**src/rtl/prog_pkg.sv**
```systemverilog
// rtl/prog_pkg.sv - shared types and defaults for the program loader
//
// Purpose: parameter defaults, loader state encoding and word packing
//          constants used by prog_loader.
// Ports:   none (package).
package prog_pkg;

    localparam int PSIZE_DEF      = 6;   // program address width
    localparam int ISIZE_DEF      = 16;  // stored word is ISIZE_DEF+1 bits
    localparam int BYTES_PER_WORD = 3;   // stream bytes packed into one word

    typedef enum logic [2:0] {
        ST_IDLE  = 3'd0,
        ST_BYTE0 = 3'd1,
        ST_BYTE1 = 3'd2,
        ST_BYTE2 = 3'd3,
        ST_WRITE = 3'd4,
        ST_DONE  = 3'd5
    } ld_state_e;

    // States in which the loader is waiting for a stream byte.
    function automatic logic is_byte_state(input ld_state_e s);
        return (s == ST_BYTE0) || (s == ST_BYTE1) || (s == ST_BYTE2);
    endfunction

endpackage

```
**src/rtl/prog_loader.sv**
```systemverilog
// rtl/prog_loader.sv - byte-stream loader that fills program RAM
//
// Purpose: receives bytes over a valid/ready link, packs every three bytes
//          big-endian into one (Isize+1)-bit instruction word and writes the
//          words to program RAM at addresses 0,1,2,... while holding the core.
// Ports:
//   clock      in   system clock, rising edge
//   n_reset    in   asynchronous active-low reset
//   start      in   one-cycle load request, honoured in IDLE or DONE
//   count      in   words to load (clamped to 2^Psize), sampled on start
//   rx_data    in   incoming byte
//   rx_valid   in   rx_data valid
//   rx_ready   out  loader accepts a byte this cycle
//   we         out  program RAM write enable, one cycle per word
//   waddr      out  program RAM write address
//   wdata      out  program RAM write data
//   busy       out  load in progress
//   done       out  load complete, held until next accepted start or reset
//   core_hold  out  keeps the core out of execution (equals busy)
module prog_loader
    import prog_pkg::*;
#(
    parameter int Psize = PSIZE_DEF,
    parameter int Isize = ISIZE_DEF
) (
    input  logic             clock,
    input  logic             n_reset,
    input  logic             start,
    input  logic [Psize:0]   count,
    input  logic [7:0]       rx_data,
    input  logic             rx_valid,
    output logic             rx_ready,
    output logic             we,
    output logic [Psize-1:0] waddr,
    output logic [Isize:0]   wdata,
    output logic             busy,
    output logic             done,
    output logic             core_hold
);

    // Upper part of a word collected from BYTE0 (1 bit) and BYTE1 (8 bits).
    localparam int HI_W = 8 * (BYTES_PER_WORD - 2) + 1;
    localparam logic [Psize:0] DEPTH = {1'b1, {Psize{1'b0}}};

    ld_state_e        state_q,    state_d;
    logic [HI_W-1:0]  hi_q,       hi_d;
    logic [Psize:0]   n_q,        n_d;
    logic [Psize:0]   wcnt_q,     wcnt_d;
    logic [Psize-1:0] waddr_q,    waddr_d;
    logic [Isize:0]   wdata_q,    wdata_d;
    logic             rx_ready_q, rx_ready_d;
    logic             we_q,       we_d;
    logic             busy_q,     busy_d;
    logic             done_q,     done_d;

    logic             xfer;
    logic [Psize:0]   n_clamped;
    logic [Psize:0]   wcnt_inc;

    always_comb begin
        xfer      = rx_valid && rx_ready_q;
        n_clamped = (count > DEPTH) ? DEPTH : count;
        wcnt_inc  = wcnt_q + 1'b1;

        state_d = state_q;
        hi_d    = hi_q;
        n_d     = n_q;
        wcnt_d  = wcnt_q;
        waddr_d = waddr_q;
        wdata_d = wdata_q;

        case (state_q)
            ST_IDLE, ST_DONE: begin
                if (start) begin
                    n_d     = n_clamped;
                    wcnt_d  = '0;
                    waddr_d = '0;
                    hi_d    = '0;
                    state_d = (n_clamped == '0) ? ST_DONE : ST_BYTE0;
                end
            end
            ST_BYTE0: begin
                if (xfer) begin
                    // Only bit 0 of the first byte carries word data.
                    hi_d[HI_W-1] = rx_data[0];
                    state_d      = ST_BYTE1;
                end
            end
            ST_BYTE1: begin
                if (xfer) begin
                    hi_d[7:0] = rx_data;
                    state_d   = ST_BYTE2;
                end
            end
            ST_BYTE2: begin
                if (xfer) begin
                    // wdata only changes here, so it is stable through WRITE
                    // and keeps the last word afterwards.
                    wdata_d = (Isize + 1)'({hi_q, rx_data});
                    state_d = ST_WRITE;
                end
            end
            ST_WRITE: begin
                wcnt_d = wcnt_inc;
                if (wcnt_inc < n_q) begin
                    waddr_d = waddr_q + 1'b1;
                    state_d = ST_BYTE0;
                end else begin
                    // Final word: address parks on the last location so a
                    // full-depth load never wraps back to 0.
                    state_d = ST_DONE;
                end
            end
            default: state_d = ST_IDLE;
        endcase

        // Outputs are registered: decoded from the next state.
        rx_ready_d = is_byte_state(state_d);
        we_d       = (state_d == ST_WRITE);
        busy_d     = is_byte_state(state_d) || (state_d == ST_WRITE);
        done_d     = (state_d == ST_DONE);
    end

    always_ff @(posedge clock or negedge n_reset) begin
        if (!n_reset) begin
            state_q    <= ST_IDLE;
            hi_q       <= '0;
            n_q        <= '0;
            wcnt_q     <= '0;
            waddr_q    <= '0;
            wdata_q    <= '0;
            rx_ready_q <= 1'b0;
            we_q       <= 1'b0;
            busy_q     <= 1'b0;
            done_q     <= 1'b0;
        end else begin
            state_q    <= state_d;
            hi_q       <= hi_d;
            n_q        <= n_d;
            wcnt_q     <= wcnt_d;
            waddr_q    <= waddr_d;
            wdata_q    <= wdata_d;
            rx_ready_q <= rx_ready_d;
            we_q       <= we_d;
            busy_q     <= busy_d;
            done_q     <= done_d;
        end
    end

    assign rx_ready  = rx_ready_q;
    assign we        = we_q;
    assign waddr     = waddr_q;
    assign wdata     = wdata_q;
    assign busy      = busy_q;
    assign done      = done_q;
    assign core_hold = busy_q;

endmodule
```
**config.mk**
```make
export PLATFORM = sky130hd
export DESIGN_NAME = prog_loader
export DESIGN_NICKNAME = d
export VERILOG_FILES = /design/src/rtl/prog_pkg.sv /design/src/rtl/prog_loader.sv
export SDC_FILE = /design/constraint.sdc
export NUM_CORES = 1
export LEC_CHECK = 0
export ABC_AREA = 1
export BUFFER_PORTS_ARGS = -buffer_cell sky130_fd_sc_hd__buf_2
export CORE_UTILIZATION = 25
export DETAILED_ROUTE_END_ITERATION = 10
export GPL_TIMING_DRIVEN = 0
export MAX_ROUTING_LAYER = met4
export PLACE_DENSITY_LB_ADDON = 0.08
export SETUP_SLACK_MARGIN = 0.05
export SYNTH_ARGS = -nofsm -noshare
export SYNTH_HDL_FRONTEND = slang
export SYNTH_SLANG_ARGS = --single-unit
```
**constraint.sdc**
```tcl
create_clock -name clock -period 2.5 [get_ports clock]
set_input_delay 0.125 -clock clock [delete_from_list [all_inputs] [get_ports clock]]
set_output_delay 0.125 -clock clock [all_outputs]
set_load 0.05 [all_outputs]
```
=== After elaboration in Yosys (flattened, before gate mapping) ===
Cells that the tools add are included.

* Register bits after elaboration: 53
* Bits in latches: 0
* Bits in writable memories: 0
* Memory bits (read-only): 0
* Logic and storage cells: 63
* Memories: 0

* $add $sub $neg: 2
* Multipliers: 0
* Divide/modulo/power cells: 0
* $lt $le $gt $ge: 2
* Equal/unequal tests: 14
* Shift operators: 0
* Mux-type cells: 18
* Bitwise gates (word level): 0
* Reduce and logical (&&, ||, !) cells: 16

{| class="wikitable"
|+ Operators with widths
! kind !! number
|-
| 3-bit two-way mux || 6
|-
| 8-bit case mux with 2 select lines || 1
|-
| 3-bit case mux with 5 select lines || 1
|-
| 7-bit two-way mux || 2
|-
| 7-bit case mux with 2 select lines || 1
|-
| 3-bit by 2-bit equality test with 1-bit output (second input constant) || 4
|-
| 3-bit equality test (second input constant) || 4
|-
| 6-bit two-way mux || 2
|-
| 6-bit case mux with 2 select lines || 1
|-
| 9-bit two-way mux || 1
|-
| 3-bit AND reduction || 3
|-
| 8-bit two-way mux || 1
|-
| 2-bit != test (second input constant) || 4
|-
| 7-bit by 1-bit adder with 7-bit output (second input constant) || 1
|-
| 7-bit greater-than comparator (second input constant) || 1
|-
| 7-bit logical NOT || 1
|-
| 7-bit < comparator || 1
|-
| 6-bit by 1-bit adder with 6-bit output (second input constant) || 1
|-
| 3-bit by 1-bit equality test with 1-bit output (second input constant) || 2
|-
| 2-bit AND reduction || 3
|-
| 2-bit nonzero test || 3
|-
| 3-bit logical NOT || 1
|-
| 1-bit logical OR || 3
|-
| 1-bit case mux with 2 select lines || 1
|-
| other kinds (3) || 3
|}

=== Longest topological paths before layout ===
Gate-level depths: netlist of run 1.

* Depth after elaboration: 10
* Depth in mapped cells: 15

=== Worst setup path after synthesis of run 1 ===
No wires, ideal clock.

* Path type: flip-flop to flip-flop
* Start: register wcnt_q[0]
* End: register waddr_q[5], in the netlist waddr[5]
* Setup time: 0.118 ns
* Arrival: 1.978 ns
* Data required time: 2.382 ns
* Setup slack: 0.404 ns
* Cell stages (with the launch flop): 15
* Path buffers: 0
* Period minus slack after synthesis: 2.096 ns
* Cell sequence: dfrtp_1 ha_1 nand2_1 inv_1 nand2_1 nor3_1 xor2_1 ha_1 a21o_1 nor2_1 nand2_1 nand2_2 nand2_4 nand2_1 nand2_1

* Cells in the longest elaborated chain, start to end: 4

{| class="wikitable"
|+ Ends and longest elaborated chain
! item !! RTL line !! RTL
|-
| from (decl) || prog_loader.sv:48 || <nowiki>logic [Psize:0] wcnt_q, wcnt_d;</nowiki>
|-
| from (signal assigned) || prog_loader.sv:140 || <nowiki>wcnt_q <= wcnt_d;</nowiki>
|-
| 7-bit by 1-bit adder with 7-bit output || prog_loader.sv:63 || <nowiki>wcnt_inc = wcnt_q + 1'b1;</nowiki>
|-
| 7-bit < comparator || prog_loader.sv:105 || <nowiki>if (wcnt_inc < n_q) begin</nowiki>
|-
| 2-bit != test (no source line) || n/a ||
|-
| 3-bit AND reduction (no source line) || n/a ||
|-
| to (signal assigned) || prog_loader.sv:141 || <nowiki>waddr_q <= waddr_d;</nowiki>
|-
| to (decl) || prog_loader.sv:49 || <nowiki>logic [Psize-1:0] waddr_q, waddr_d;</nowiki>
|}

No other way between the ends.
A chain may end at the register's enable or synchronous reset.

=== Worst setup path in the final report of run 1 ===
* Start: register wcnt_q[0]
* End: register busy_q, in the netlist busy

* Cells in the longest elaborated chain, start to end: 8
* Elaborated cells on any way between the ends: 11
* Those cells by class: add/sub: 1; order compare: 1; eq/ne: 4; mux: 2; reduce/logical: 3

{| class="wikitable"
|+ Ends and longest elaborated chain
! item !! RTL line !! RTL
|-
| 7-bit by 1-bit adder with 7-bit output * || prog_loader.sv:63 ||
|-
| 7-bit < comparator * || prog_loader.sv:105 ||
|-
| 3-bit two-way mux * || prog_loader.sv:105 ||
|-
| 3-bit case mux with 5 select lines * || prog_loader.sv:72 || <nowiki>case (state_q)</nowiki>
|-
| 3-bit by 1-bit equality test with 1-bit output / 3-bit by 2-bit equality test with 1-bit output (equally long branches) || prog_pkg.sv:23 || <nowiki>return (s == ST_BYTE0) || (s == ST_BYTE1) || (s == ST_BYTE2);</nowiki>
|-
| 1-bit logical OR (2 in a row) || prog_pkg.sv:23 ||
|-
| 1-bit logical OR * || prog_loader.sv:120 || <nowiki>busy_d = is_byte_state(state_d) || (state_d == ST_WRITE);</nowiki>
|-
| named net busy_d || prog_loader.sv:53 || <nowiki>logic busy_q, busy_d;</nowiki>
|-
| to (signal assigned) || prog_loader.sv:145 || <nowiki>busy_q <= busy_d;</nowiki>
|-
| to (decl) || prog_loader.sv:53 ||
|}

The timed path passes the listed nets; every way through them passes the cells marked *.

==> impl_metrics.tcl, run 1 <==
set metrics [dict create \
    status "completed" \
    clockRootBuffer "clkbuf_8" \
    nNetsFinal 372 \
    worst_slew_pin_slew_ns 0.722 \
    ys_ff_latch 53 \
    synth_most_common_cell "nand2_1" \
    setup_slack_ns 0.196 \
    critPathLaunch "wcnt_q[0]$_DFFE_PN0P_" \
    synth_common_cells "nand2_1 (77), dfrtp_1 (53), inv_1 (34)" \
    dpl.hpwl_um 4250 \
    required_ns 2.76 \
    dp_slack_ns 0.0358 \
    grt_pass1_wl_um 10100 \
    cap_violations 0 \
    antenna_left 0 \
    first_iter_violations 38 \
    vias 2031 \
    routedWlPerCell_um 12.7 \
    pwr-share-comb_pct 49.3 \
    critPathSlowestCell "dfrtp_1" \
    die_width_um 103 \
    synth_area_leaders "dfrtp_1 (52%), nand2_1 (11%), inv_1 (5.0%)" \
    cts_tree "yes" \
    ys.flop_type "dfrtp_1" \
    synth-edff-count 0 \
    cp.depth 14 \
    leakage_nw 1.66 \
    r2r_start "wcnt_q[0]$_DFFE_PN0P_" \
    critPathMaxStageDelay_ns 0.41 \
    ys_seq_area_share_pct 52.3 \
    finalCritPeriodShare_pct 92.2 \
    hold_slack_ns 0.0234 \
    use_met1_pct 16.8 \
    gp_routability_congestion 0.728 \
    ys_warn_count 0 \
    avgSynthCellArea_um2 8.90 \
    setup.worst_path.start_class "register" \
    core_um2 9820 \
    n_antenna_cell 0 \
    ff2ff_path_depth 14 \
    synth_largest_area_cell "dfrtp_1" \
    use_met2_pct 20.6 \
    power-per-cell-area_nw_per_um2 1160 \
    path_common_cell "nand2_1" \
    die_y_um 103 \
    cp_cell_sequence "ha_2, nand2_1, inv_2, nand2_2, nor3_2, xor2_1, ha_1, a21o_1, nor2_1, nand2_1, nand2_4, buf_4, nand3_2, nand2_1" \
    slew_headroom_pct 51.8 \
    finalSetupViolations 0 \
    clock_path_buffers 2 \
    p_int_mw 1.85 \
    crit_type "reg -> reg" \
    worstPathMaxFanout 6 \
    syn_inst 285 \
    min_path_type "in -> reg" \
    crit_end "busy$_DFF_PN0_" \
    netSwitchingPower_mw 1.75 \
    h-tree-depth 2 \
    grt_pass1_vias 2038 \
    grt_usage_pct 12.8 \
    holdPathStages 3 \
    cts.sinks 53 \
    routed_wl_um 6070 \
    yosysTopAreaCellShare_pct 52.3 \
    sw_frac_of_total_pct 48.6 \
    period_minus_slack_ns 2.30 \
    vias_per_cell 4.24 \
    numCtsBuffers 5 \
    setup_tns_ns 0 \
    ios 47 \
    path_delay_family "simple AND/OR/NAND/NOR gates" \
    r2r-end "busy$_DFF_PN0_" \
    syn_to_final_growth_pct 22.5 \
    worstPathArrival_ns 2.56 \
    cp_num_buf_inv 2 \
    clockPowerShare_pct 14.6 \
    slew_viol_final 0 \
    dieArea_um2 10600 \
    start_util_pct 25.8 \
    rows 36 \
    synth.distinct_cells 32 \
    portBuffers 46 \
    antenna_found_initial 0 \
    fmax_mhz 434 \
    synth_area_um2 2540 \
    grt_overflow 0 \
    drc_errors 0 \
    cp-end-kind "register" \
    clk_latency_ns 0.31 \
    ys_async_sr_fraction_pct 100 \
    clk_pin_slew_worst_paths_ns 0.11 \
    synth_nets 312 \
    ir_drop_uv 603 \
    grt_start_max_net_pins 54 \
    rsz0062_at_grt "false" \
    top_usage_layer "met2" \
    pwr-share-seq_pct 36.2 \
    rrSetupSlack_ns 0.20 \
    fin_skew_ns 0.00725 \
    drive_above_1_share_pct 26.0 \
    globalRouteMet3Util_pct 2.51 \
    finalHoldViolCount 0 \
    firstDrtPassIters 4 \
]
power groups by stage:
| stage | combinational (mW) | clock (mW) | sequential (mW) |
|---|---|---|---|
| global placement | 1.75 | 0 | 1.33 |
| CTS | 1.77 | 0.556 | 1.31 |
| floorplan | 0.809 | 0 | 1.84 |
| global route | 1.95 | 0.592 | 1.34 |
| finish | 1.77 | 0.524 | 1.30 |
| detailed placement | 1.76 | 0 | 1.32 |
cell usage in the layout, fill, tap and decap left out, types with 2 or more instances in the layout:
cell type	instances
inv_2	2
nand4_1	2
nand3_1	24
xnor2_1	2
inv_6	2
a21oi_1	2
clkbuf_8	5
a22o_2	2
buf_2	45
o21ai_0	13
nand2_1	76
o21ai_2	6
ha_1	7
nand2_2	3
inv_1	33
xor2_1	6
nand2_4	4
nor2_1	20
o21ai_1	7
dfrtp_1	53
buf_6	3
o22ai_1	3
nand3_2	3
buf_4	8
through the flow:
stage               std cells  power (mW)  area [um^2]  util, %
finish                    479        3.60         3110     31.7
global route              479        3.89         3110     31.7
CTS                       472        3.64         3030     30.9
detailed placement        464        3.08         2930     29.9
global placement          464        3.08         2930     29.9
floorplan                 285        2.65         2540        -
cell type report:
class                   instances  area [um^2]
flip-flops and latches         53         1330
clock buffers                   5         68.8
inverters                      37          141
repair buffers                 53          292
multi-input cells             189         1030
well taps                     133          166
clock inverters                 3         25.0
plain buffers                   6         61.3
fillers                      1100         6710
flip-flops by register name, summed over array words and instances (netlist names):
name      count
n_q           7
waddr         6
done          1
state_q       3
hi_q          9
we            1
rx_ready      1
wcnt_q        7
busy          1
wdata        17
per-layer routing:
| metal | vias to the layer above | wire length [um] |
|---|---|---|
| met5 | - | 0 |
| met1 | 969 | 2930 |
| li1 | 1023 | - |
| met3 | 5 | 174 |
| met2 | 34 | 2910 |
| met4 | 0 | 51 |
tightest hold or removal path: cells and delay by family:
kind | cells | cell delay [ns]
and+or+nand+nor | 2 | 0.09
buffers and inverters | 1 | 0.10
how the worst min path moves through the flow:
stage / endpoint / startpoint
3_5_place_dp: wdata[7]$_DFFE_PN0P_ / rx_data[7]
5_1_grt: wdata[1]$_DFFE_PN0P_ / rx_data[1]
4_1_cts: wdata[1]$_DFFE_PN0P_ / rx_data[1]
6_report: wdata[1]$_DFFE_PN0P_ / rx_data[1]
2_1_floorplan: busy$_DFF_PN0_ / n_reset
3_3_place_gp: wdata[1]$_DFFE_PN0P_ / rx_data[1]
kinds of logic after synthesis:
family,count (synthesis),share of synthesized area (%)
AOI/OAI and AO/OA,37,9.47
DFF,53,52.3
buffers and inverters,43,7.99
and+or+nand+nor,136,23.6
adders and majority gates,8,3.94
xor gates and xnor gates,8,2.76
timing repair:
item                                    CTS  global route
setup buffers                             0             6
gates cloned                              0             0
pin swaps                                 0             8
gates resized for setup                   1             8
endpoints found under the setup margin    7             9
hold endpoints to repair                  0            53
hold buffers                              0             1
Power figures use the tool's default switching activity.
==> run 2: changes to the inputs <==
--- a/config.mk
+++ b/config.mk
@@ -11,7 +11,6 @@
 export DETAILED_ROUTE_END_ITERATION = 10
 export GPL_TIMING_DRIVEN = 0
 export MAX_ROUTING_LAYER = met4
-export PLACE_DENSITY_LB_ADDON = 0.08
 export SETUP_SLACK_MARGIN = 0.05
 export SYNTH_ARGS = -nofsm -noshare
 export SYNTH_HDL_FRONTEND = slang
==> run 2 against run 1 <==
Compared with the run above:
- power rose by 4.3%
- worst hold slack improved by 0.010 ns
- maximum frequency rose by 1.3%
- setup slack improved by 0.030 ns
- utilization hardly changed
- count of clock-buffer cells in the layout unchanged
- sequential power barely moved
- wire length fell by 9.6%
- design area about the same
- non-clock buffer count down 5
- global-route usage is 0.56 points lower
==> impl_metrics.tcl, run 2 (same netlist as run 1, synthesis figures left out) <==
set metrics [dict create \
    status "completed" \
    nNetsFinal 368 \
    rows 36 \
    drive_above_1_share_pct 25.4 \
    routed_wl_um 5490 \
    finalSetupViolations 0 \
    first_iter_violations 69 \
    ios 47 \
    grt_usage_pct 12.3 \
    fin_skew_ns 0.00739 \
    critPathMaxStageDelay_ns 0.40 \
    dpl.hpwl_um 4020 \
    clockRootBuffer "clkbuf_8" \
    cap_violations 0 \
    grt_overflow 0 \
    gp_routability_congestion 0.750 \
    core_um2 9820 \
    vias_per_cell 4.24 \
    setup_tns_ns 0 \
    fillers 1076 \
    die_y_um 103 \
    n_antenna_cell 0 \
    antenna_left 0 \
    clk_pin_slew_worst_paths_ns 0.10 \
    required_ns 2.71 \
    syn_to_final_growth_pct 22.6 \
    h-tree-depth 2 \
    final_common_cell "nand2_1" \
    cp-end-kind "register" \
    leakage_nw 1.66 \
    worst_slew_pin_slew_ns 1.16 \
    grt_pass1_wl_um 9650 \
    vias 2015 \
    cp_cell_sequence "ha_2, nand2_1, inv_2, nand2_2, nor3_2, xor2_1, ha_1, a21o_1, nor2_1, nand2_2, nand2_4, nand2_4, nand2_1, nand2_1" \
    holdPathStages 3 \
    ff2ff_path_depth 14 \
    largest_reg_flops 17 \
    numCtsBuffers 5 \
    finalCritPeriodShare_pct 91.0 \
    ir_drop_uv 739 \
    portBuffers 46 \
    path_common_cell "nand2_1" \
    finalInstanceArea_um2 3110 \
    final_cell_mix "nand2_1 (75), dfrtp_1 (53), buf_2 (46), inv_1 (33), nand3_1 (25)" \
    worstPathArrival_ns 2.49 \
    routedWlPerCell_um 11.5 \
    grt_start_max_net_pins 54 \
    die_width_um 103 \
    critPathSlowestCell "dfrtp_1" \
    cts.sinks 53 \
    cts_tree "yes" \
    drc_errors 0 \
    slew_viol_final 0 \
    fmax_mhz 440 \
    slew_headroom_pct 22.7 \
    min_path_type "in -> reg" \
    grt_pass1_vias 1994 \
    clk_latency_ns 0.31 \
    start_util_pct 25.8 \
    placed_cell_area_um2 2930 \
    rsz0062_at_grt "false" \
    period_minus_slack_ns 2.27 \
    dieArea_um2 10600 \
    power-per-cell-area_nw_per_um2 1210 \
    antenna_found_initial 0 \
    finalHoldViolCount 0 \
    ctsHoldBuffers 0 \
    firstDrtPassIters 4 \
    clock_path_buffers 2 \
    crit_type "reg -> reg" \
    worstPathMaxFanout 6 \
    setup.worst_path.start_class "register" \
]
-- run 2: layer usage --
metal  vias to the layer above  global-route usage (%)  part of all wire [%]
li1                       1016                       -                     -
met1                       949                    14.9                    44
met2                        48                    20.2                    50
met3                         2                    3.53                   5.7
met4                         0                    2.93                  0.60
met5                         -                       -                     0
-- run 2: cell type report --
class	count	area [um^2]	share of cell area, %
clock buffer	5	68.8	2.21
timing repair buffer	48	245	7.88
sequential	53	1330	42.6
tap	133	166	5.35
clock inverter	3	68.8	2.21
buffer	6	61.3	1.97
multi-input combinational	190	1030	33.2
inverter	37	141	4.55
-- run 2: final timing paths --
| path | slack [ns] | startpoint | end |
|---|---|---|---|
| setup / recovery | 0.23 | wcnt_q[0]$_DFFE_PN0P_ | waddr[5]$_DFFE_PN0P_ |
| hold reg to reg | 0.49 | wdata[1]$_DFFE_PN0P_ | wdata[1]$_DFFE_PN0P_ |
| max in group asynchronous | 1.76 | n_reset | n_q[5]$_DFFE_PN0P_ |
| setup reg to reg | 0.23 | wcnt_q[0]$_DFFE_PN0P_ | waddr[5]$_DFFE_PN0P_ |
| hold / removal | 0.03 | rx_data[2] | wdata[2]$_DFFE_PN0P_ |
| min in group asynchronous | 0.04 | n_reset | hi_q[1]$_DFFE_PN0P_ |
-- run 2: critical path: cells and delay by family, from the launching register on --
family | cells | cell delay [ns]
AND/OR/NAND/NOR | 9 | 0.83
adder cells (fa/ha/maj) | 2 | 0.47
flip-flops | 1 | 0.40
XOR/XNOR | 1 | 0.24
AO/OA/AOI/OAI | 1 | 0.18
buffers and inverters | 1 | 0.06
-- run 2: what timing repair did --
item	CTS	global route
gates resized for setup	0	6
buffers inserted	0	2
setup endpoints to repair	0	10
-- run 2: per-stage QoR --
step                      hold slack (ns)  worst slack, ns  total power [mW]  instances  utilization (%)
after global placement              0.346            0.116              3.03        464             29.9
after floorplan                    -0.171            0.404              2.65        285                -
after global routing               0.0290           0.0286              4.05        475             31.7
final                              0.0336            0.226              3.75        475             31.7
after CTS                          0.0258           0.0771              3.77        472             31.3
after detailed placement            0.355            0.113              3.07        464             29.9
-- run 2: report_power, final --
part | internal [mW] | switching (mW) | total (mW)
Sequential | 1.15 | 0.152 | 1.30
Clock | 0.403 | 0.289 | 0.692
Combinational | 0.492 | 1.27 | 1.76
Total | 2.04 | 1.71 | 3.75
